`src/rtl/aes_arb_pkg.sv`:
```
// aes_arb_pkg: shared widths, FSM states and one-hot decode for the aes_core arbiter
package aes_arb_pkg;
  localparam int AES_KEY_W = 256;
  localparam int AES_BLK_W = 128;
  localparam int MAX_REQ = 4;
  typedef enum logic [1:0] {IDLE, OWNED, DRAIN} state_t;
  function automatic logic [1:0] oh2idx(input logic [MAX_REQ-1:0] oh);
    oh2idx = '0;
    for (int i = 0; i < MAX_REQ; i++)
      if (oh[i]) oh2idx = 2'(i);
  endfunction
endpackage

```
`src/rtl/aes_rr_picker.sv`:
```
// aes_rr_picker: combinational round-robin pick of the first request at or after rr_ptr
module aes_rr_picker #(
  parameter int NUM_REQ = 2
) (
  input  logic [NUM_REQ-1:0] req,
  input  logic [1:0]         rr_ptr,
  output logic [NUM_REQ-1:0] winner,
  output logic               valid
);
  always_comb begin
    winner = '0;
    for (int i = NUM_REQ - 1; i >= 0; i--)
      if (req[(int'(rr_ptr) + i) % NUM_REQ]) begin
        winner = '0;
        winner[(int'(rr_ptr) + i) % NUM_REQ] = 1'b1;
      end
    valid = |req;
  end
endmodule

```
`src/rtl/aes_core_arbiter.sv`:
```
// aes_core_arbiter: locked round-robin sharing of one aes_core between NUM_REQ requesters
// AES_ARB_STATS_EN adds saturating grant_cnt/viol_cnt statistics ports
module aes_core_arbiter
  import aes_arb_pkg::*;
#(
  parameter int NUM_REQ = 2
) (
  input  logic                           clk,
  input  logic                           rst_n,
  input  logic [NUM_REQ-1:0]             req,
  output logic [NUM_REQ-1:0]             gnt,
  input  logic [NUM_REQ-1:0]             req_init,
  input  logic [NUM_REQ-1:0]             req_next,
  input  logic [NUM_REQ-1:0]             req_encdec,
  input  logic [NUM_REQ-1:0]             req_keylen,
  input  logic [NUM_REQ*AES_KEY_W-1:0]   req_key,
  input  logic [NUM_REQ*AES_BLK_W-1:0]   req_block,
  output logic [NUM_REQ-1:0]             req_ready,
  output logic [AES_BLK_W-1:0]           req_result,
  output logic [NUM_REQ-1:0]             req_result_valid,
  output logic                           core_init,
  output logic                           core_next,
  output logic                           core_encdec,
  output logic                           core_keylen,
  output logic [AES_KEY_W-1:0]           core_key,
  output logic [AES_BLK_W-1:0]           core_block,
  input  logic                           core_ready,
  input  logic [AES_BLK_W-1:0]           core_result,
  input  logic                           core_result_valid
`ifdef AES_ARB_STATS_EN
  ,
  output logic [NUM_REQ*16-1:0]          grant_cnt,
  output logic [15:0]                    viol_cnt
`endif
);
  state_t state;
  logic [1:0] owner, rr_ptr, win_idx;
  logic [NUM_REQ-1:0] win;
  logic win_v, own, keylen_q, encdec_q;
  logic [AES_KEY_W-1:0] key_q;
  logic [AES_BLK_W-1:0] blk_q;
  aes_rr_picker #(.NUM_REQ(NUM_REQ)) u_picker (
    .req(req), .rr_ptr(rr_ptr), .winner(win), .valid(win_v)
  );
  assign win_idx = oh2idx(MAX_REQ'(win));
  assign own = state == OWNED;
  // Data follows the owner live and freezes at its last value once ownership ends
  assign core_key = own ? req_key[32'(owner)*AES_KEY_W +: AES_KEY_W] : key_q;
  assign core_block = own ? req_block[32'(owner)*AES_BLK_W +: AES_BLK_W] : blk_q;
  assign core_keylen = own ? req_keylen[owner] : keylen_q;
  assign core_encdec = own ? req_encdec[owner] : encdec_q;
  assign core_init = own & req_init[owner];
  assign core_next = own & req_next[owner];
  assign req_ready = own ? NUM_REQ'(core_ready) << owner : '0;
  assign req_result_valid = own ? NUM_REQ'(core_result_valid) << owner : '0;
  assign req_result = core_result;
  always_ff @(posedge clk or negedge rst_n) begin
    if (!rst_n) begin
      state <= IDLE;
      gnt <= '0;
      owner <= '0;
      rr_ptr <= '0;
      key_q <= '0;
      blk_q <= '0;
      keylen_q <= 1'b0;
      encdec_q <= 1'b0;
    end else begin
      if (own) begin
        key_q <= core_key;
        blk_q <= core_block;
        keylen_q <= core_keylen;
        encdec_q <= core_encdec;
      end
      unique case (state)
        IDLE: if (win_v) begin
          state <= OWNED;
          gnt <= win;
          owner <= win_idx;
        end
        OWNED: if (!req[owner]) begin
          state <= core_ready ? IDLE : DRAIN;
          gnt <= '0;
          rr_ptr <= (owner == 2'(NUM_REQ - 1)) ? 2'd0 : owner + 2'd1;
        end
        DRAIN: if (core_ready) state <= IDLE;
        default: state <= IDLE;
      endcase
    end
  end
`ifdef AES_ARB_STATS_EN
  logic [NUM_REQ-1:0] own_mask, viol;
  assign own_mask = own ? NUM_REQ'(1) << owner : '0;
  assign viol = (req_init | req_next) & ~own_mask;
  always_ff @(posedge clk or negedge rst_n) begin
    if (!rst_n) begin
      grant_cnt <= '0;
      viol_cnt <= '0;
    end else begin
      if (|viol && viol_cnt != 16'hffff) viol_cnt <= viol_cnt + 16'd1;
      for (int i = 0; i < NUM_REQ; i++)
        if (state == IDLE && win[i] && grant_cnt[i*16 +: 16] != 16'hffff)
          grant_cnt[i*16 +: 16] <= grant_cnt[i*16 +: 16] + 16'd1;
    end
  end
`endif
endmodule

```
`config.mk`:
```
export PLATFORM = sky130hd
export DESIGN_NAME = aes_core_arbiter
export DESIGN_NICKNAME = d
export VERILOG_FILES = /design/src/rtl/aes_arb_pkg.sv /design/src/rtl/aes_rr_picker.sv /design/src/rtl/aes_core_arbiter.sv
export SDC_FILE = /design/constraint.sdc
export NUM_CORES = 1
export LEC_CHECK = 0
export CORE_AREA = 2 2 551 553
export DETAILED_ROUTE_END_ITERATION = 7
export DIE_AREA = 0 0 553 555
export DONT_BUFFER_PORTS = 1
export PLACE_DENSITY = 0.3
export SLEW_MARGIN = 30
export SYNTH_ARGS = -nofsm -noshare
export SYNTH_HDL_FRONTEND = slang
export SYNTH_SLANG_ARGS = --single-unit
```
`constraint.sdc`:
```
create_clock -name clk -period 1.9 [get_ports clk]
set_input_delay 0.19 -clock clk [delete_from_list [all_inputs] [get_ports clk]]
set_output_delay 0.19 -clock clk [all_outputs]
set_load 0.1 [all_outputs]
```
* Word level (Yosys, flattened, before mapping)
Cells that the tools add are included.
** Cells by class
- Add/sub/neg operators :: 2
- Multiply operators :: 0
- Divide/modulo/power cells :: 0
- $lt $le $gt $ge :: 5
- Equality and inequality tests :: 6
- Shift operators :: 4
- Mux-type cells :: 37
- Bitwise operators :: 4
- Reduce and logical (&&, ||, !) cells :: 9
** Operators with widths (number)
- indexed part select 512 x 10 -> 256 bit :: 1
- two-way mux 256 bit :: 1
- indexed part select 256 x 9 -> 128 bit :: 1
- two-way mux 128 bit :: 1
- two-way mux 1 bit :: 21
- two-way mux 2 bit :: 10
- case mux 2 bit (3 select lines) :: 1
- AND reduction 3 bit :: 2
- less-than comparator 1 x 2 -> 1 bit (second input constant) :: 2
- inequality test 2 bit (second input constant) :: 2
- case mux 2 bit (2 select lines) :: 1
- AND reduction 2 bit :: 2
- << shifter 1 x 1 -> 2 bit :: 2
- less-than comparator 2 x 3 -> 1 bit (second input constant) :: 1
- adder 1 bit (second input constant) :: 2
- bitwise AND 1 bit :: 2
- demux 1 bit (select 1 bit) :: 2
- equality test 2 x 1 -> 1 bit (second input constant) :: 1
- equality test 2 bit (second input constant) :: 1
- greater-or-equal comparator 2 x 1 -> 1 bit (second input constant) :: 1
- logical AND 1 bit :: 2
- logical NOT 2 bit :: 1
- inequality test 2 x 1 -> 1 bit (second input constant) :: 1
- nonzero test 2 bit :: 1
- 5 further kinds :: 5
** Storage, ports and cells
- Flip-flop bits (word level) :: 392
- Latch bits :: 0
- Memory bits (writable) :: 0
- Memory bits (read-only) :: 0
- Input bits :: 910
- Output and inout port bits :: 522
- Word-level logic and storage cells :: 75
- Memories :: 0

* Logic depth before layout (Yosys ltp)
- Depth in word-level cells :: 10
- Depth in mapped cells :: 9

* Cells and area by module
Synthesis repeated with hierarchy kept, for this count alone.
** Unflattened totals
- Cells, all modules :: 2266
- Area total of the unflattened synthesis :: 21219.1 um2
** Modules (own cells, without submodules)
- aes_core_arbiter :: times used 1, cells an instance 2262, area an instance 21194.1 um2
- aes_rr_picker :: times used 1, cells an instance 4, area an instance 25.0 um2

* Worst setup path after synthesis
Ideal clock, no wire load.
- Kind :: register to output
- Start :: reg state[1]
- End :: out core_block[0]
- Data arrival time :: 3.313 ns
- Slack :: -1.603 ns
- Cell stages (with the launch flop) :: 7
- Path buffers :: 4
- Cell sequence :: dfrtp_1 nand2b_1 buf_4 buf_4 buf_2 clkbuf_1 o21ai_0
** On the way
- Longest elaborated chain between the ends :: 2
** Ends and longest elaborated chain
- from (decl) :: line aes_core_arbiter.sv:36 : state_t state;
- from (signal assigned) :: line aes_core_arbiter.sv:81 : state <= core_ready ? IDLE : DRAIN;
- equality test 2 x 1 -> 1 bit :: line aes_core_arbiter.sv:46 : assign own = state == OWNED;
- two-way mux 128 bit :: line aes_core_arbiter.sv:49 : assign core_block = own ? req_block[32'(owner)*AES_BLK_W +: AES_BLK_W] : blk_q;
- to (decl) :: line aes_core_arbiter.sv:26 : output logic [AES_BLK_W-1:0] core_block,
Every way passes these cells.

* Worst setup path in the final report
- Start :: reg owner[0]
- End :: out core_key[193]
** On the way
- Longest elaborated chain between the ends :: 2
** Ends and longest elaborated chain
- from (decl) :: line aes_core_arbiter.sv:37 : logic [1:0] owner, rr_ptr, win_idx;
- from (signal assigned) :: line aes_core_arbiter.sv:78 : owner <= win_idx;
- indexed part select 512 x 10 -> 256 bit :: line aes_core_arbiter.sv:48 : assign core_key = own ? req_key[32'(owner)*AES_KEY_W +: AES_KEY_W] : key_q;
- two-way mux 256 bit :: line aes_core_arbiter.sv:48
- to (decl) :: line aes_core_arbiter.sv:25 : output logic [AES_KEY_W-1:0] core_key,
Every way passes these cells.

==> summary.md <==
| Metric | Value |
|---|---|
| Startpoint Class | `flop` |
| TNS Setup | `-288,650 ps` |
| Reg2reg start | `owner[0]$_DFFE_PN0P_` |
| Routed wire length | `177,600 um` |
| Status | `complete, but fails checks` |
| Yosys cell types | `26` |
| Crit path time final | `between 2000 and 3000 ps` |
| GRT Overall Usage | `0.1109` |
| Placer Congestion | `roughly 0.85` |
| # DRC | `0` |
| Hold_ws | `-101.1 ps` |
| Initial Utilization | `0.07057` |
| FF-to-FF path depth | `6` |
| Grt ovf | `0` |
| Met3 WL | `between 15,000 and 20,000 um` |
| Largest cells by area after synthesis | `dfrtp_1 46%, mux2i_1 18%, o21ai_0 18%` |
| # clock sinks | `392` |
| Relative slew slack | `0.4852` |
| WL met1 | `73,680 um` |
| Sequential fraction of the synthesis area | `0.4614` |
| Fin crit share | `1.487` |
| Final setup violation count | `394` |
| Vias in the first global route | `approximately 24,000` |
| Mapped Area | `21,260 sq um` |
| Root buf cell | `clkbuf_16` |
| Top-Level Pins | `1,432` |
| Yosys warns | `0` |
| Detailed placement HPWL | `144,600 um` |
| Max Cap Viol | `0` |
| #FFs+latches synth | `392` |
| Max Slew Vio Count | `0` |
| Final Hold Viols | `2` |
| Global-route wire length before repair | `approximately 230,000 um` |
| Top-count cell post-synth | `o21ai_0` |
| Fmax | `0.3540 GHz` |
| Worst-margin pin slew | `772.2 ps` |
| EDFF count, synth | `0` |
| Crit path max fanout | `19` |
| Max clock buf depth | `3` |
| Buffers added on ports | `0` |
| Critical path endpoint category | `output pin` |
| Share of layout cells above drive strength 1 | `0.3770` |
| Met2 Wirelength | `about 77,000 um` |
| Vias/cell | `between 3 and 4` |
| Hold wc startpoint | `req_key[87]` |
| RSZ-0062 raised after global routing | `yes` |
| Htree depth | `2` |
| Ys async rst share | `1.000` |
| Nets@finish | `4,433` |
| Post-route ant nets | `0` |
| Mapped Nets | `3,186` |
| Worst-path clk slew | `~60 ps` |
| Yosys top cell by area | `dfrtp_1` |
| Total die area | `just over 300,000 sq um` |
| Fin cells | `roughly 7,600` |
| CTS Buf Count | `58` |
| WL/cell | `about 23 um` |
| Synth top area share | `0.4614` |
| Placed cell count | `6,605` |
| Layout overhead on the synthesized area | `132.8%` |
| Skew final | `21.67 ps` |
| Core area | `301,300 sq um` |
| HP Class | `in2reg` |
| Critical path class | `reg2out` |
| Violated checks | `hold timing, setup timing` |
| Syn avg cell area | `9.342 sq um` |
| Commonest cells in the netlist | `769 x o21ai_0, 392 x dfrtp_1, 388 x mux2i_1` |
| CTS tree | `yes` |
| Hold path endpoint | `key_q[87]$_DFFE_PN0N_` |
| Crit Reg-Reg Endpoint | `key_q[186]$_DFFE_PN0N_` |
| Worst Hold Depth | `3` |
| Syn Inst Count | `2,276` |
| Largest net degree at the start of global routing | `110` |
| Vias post-DR | `23,320` |
| DR pass1 iterations | `5` |
| Worst EP required | `1710 ps` |
| Die width | `553 um` |
| Final worst setup slack | `-924.8 ps` |
| WP data arrival | `between 2000 and 3000 ps` |
| Internal reg-to-reg setup slack | `-50 ps` |
| Num rows | `202` |
| Die Height | `555 um` |
| DP Worst Slack | `-573.8 ps` |
| Clk Latency, worst-skew pair | `710 ps` |
| Post-synth top flop | `dfrtp_1` |
| DR top layer | `met5` |
| Initial antenna violation count | `about 180` |
| Initial DRC Count | `897` |
## flip-flops by register name, summed over array words and instances (netlist names)
name / flops
rr_ptr: 1
key_q: 256
gnt: 2
state: 2
blk_q: 128
keylen_q: 1
encdec_q: 1
owner: 1
## area by class of cell
| type | count | area, sq um |
|---|---|---|
| multi-input cells | 1580 | 12960 |
| well taps | 3978 | 4977 |
| repair buffers | 1491 | 19730 |
| clock buffers | 94 | 1717 |
| diodes | 56 | 140.1 |
| clock inverters | 13 | 163.9 |
| fillers | 33340 | 251800 |
| flip-flops and latches | 392 | 9814 |
## per-stage QoR
| step | utilization | cell area (sq um) |
|---|---|---|
| finish | 0.1643 | 49500 |
| global route | 0.1640 | 49410 |
| CTS | 0.1608 | 48450 |
| detailed placement | 0.1240 | 37370 |
| global placement | 0.1237 | 37260 |
| floorplan | - | 22880 |
## routing by layer
layer | vias up | GRT usage
met2 | 1224 | 0.1708
li1 | 10560 | -
met1 | 11030 | 0.1330
met4 | 114 | 0.04348
met5 | - | 0.002813
met3 | 391 | 0.05073
## worst max path at each step
stage | cells past startpoint | from | slack [ps] | endpoint
after floorplan | 6 | state[1]$_DFFE_PN0P_ | -1550 | core_key[26]
after global placement | 5 | owner[0]$_DFFE_PN0P_ | -570 | core_block[7]
after detailed placement | 5 | owner[0]$_DFFE_PN0P_ | -570 | core_block[7]
after CTS | 8 | owner[0]$_DFFE_PN0P_ | -1020 | core_key[87]
after global routing | 5 | owner[0]$_DFFE_PN0P_ | -1010 | core_key[218]
final | 6 | owner[0]$_DFFE_PN0P_ | -920 | core_key[193]
## repair_timing
action | 4_1_cts | 5_1_grt
gates cloned | 16 | 10
resized for setup | 147 | 130
setup endpoints to repair | 502 | 410
setup buffers | 35 | 10
endpoints found under the hold margin | 621 | 2
hold buffers | 774 | 1
pin swaps | 13 | 15
## placed cells by master, fill, tap and decap left out, types with 4 or more instances in the layout
cell type / instances
o21ai_2: 222
mux2i_2: 104
clkbuf_1: 23
buf_12: 437
buf_4: 194
mux2i_4: 33
buf_8: 7
clkbuf_8: 13
buf_16: 33
o21ai_0: 389
bufbuf_16: 5
mux2i_1: 251
dlygate4sd3_1: 775
nand2_1: 375
clkbuf_16: 68
a21oi_1: 4
diode_2: 56
nand2_2: 12
buf_6: 30
o21ai_4: 164
dfrtp_1: 390
clkinv_2: 6
## critical path: stages (launching register included)
cell and delay [ps]:
dfrtp_4 540, buf_16 190, buf_16 280, buf_6 150
mux2i_4 200, o21ai_2 190, buf_12 200
## cell families after synthesis
group / synth area share
compound gates: 0.1859
simple gates: 0.07468
buf+inv: 0.09486
mux: 0.1832
flops: 0.4614
Power is not shown: default switching activity piles up to over one toggle a cycle in this logic, so the estimate is an artifact.
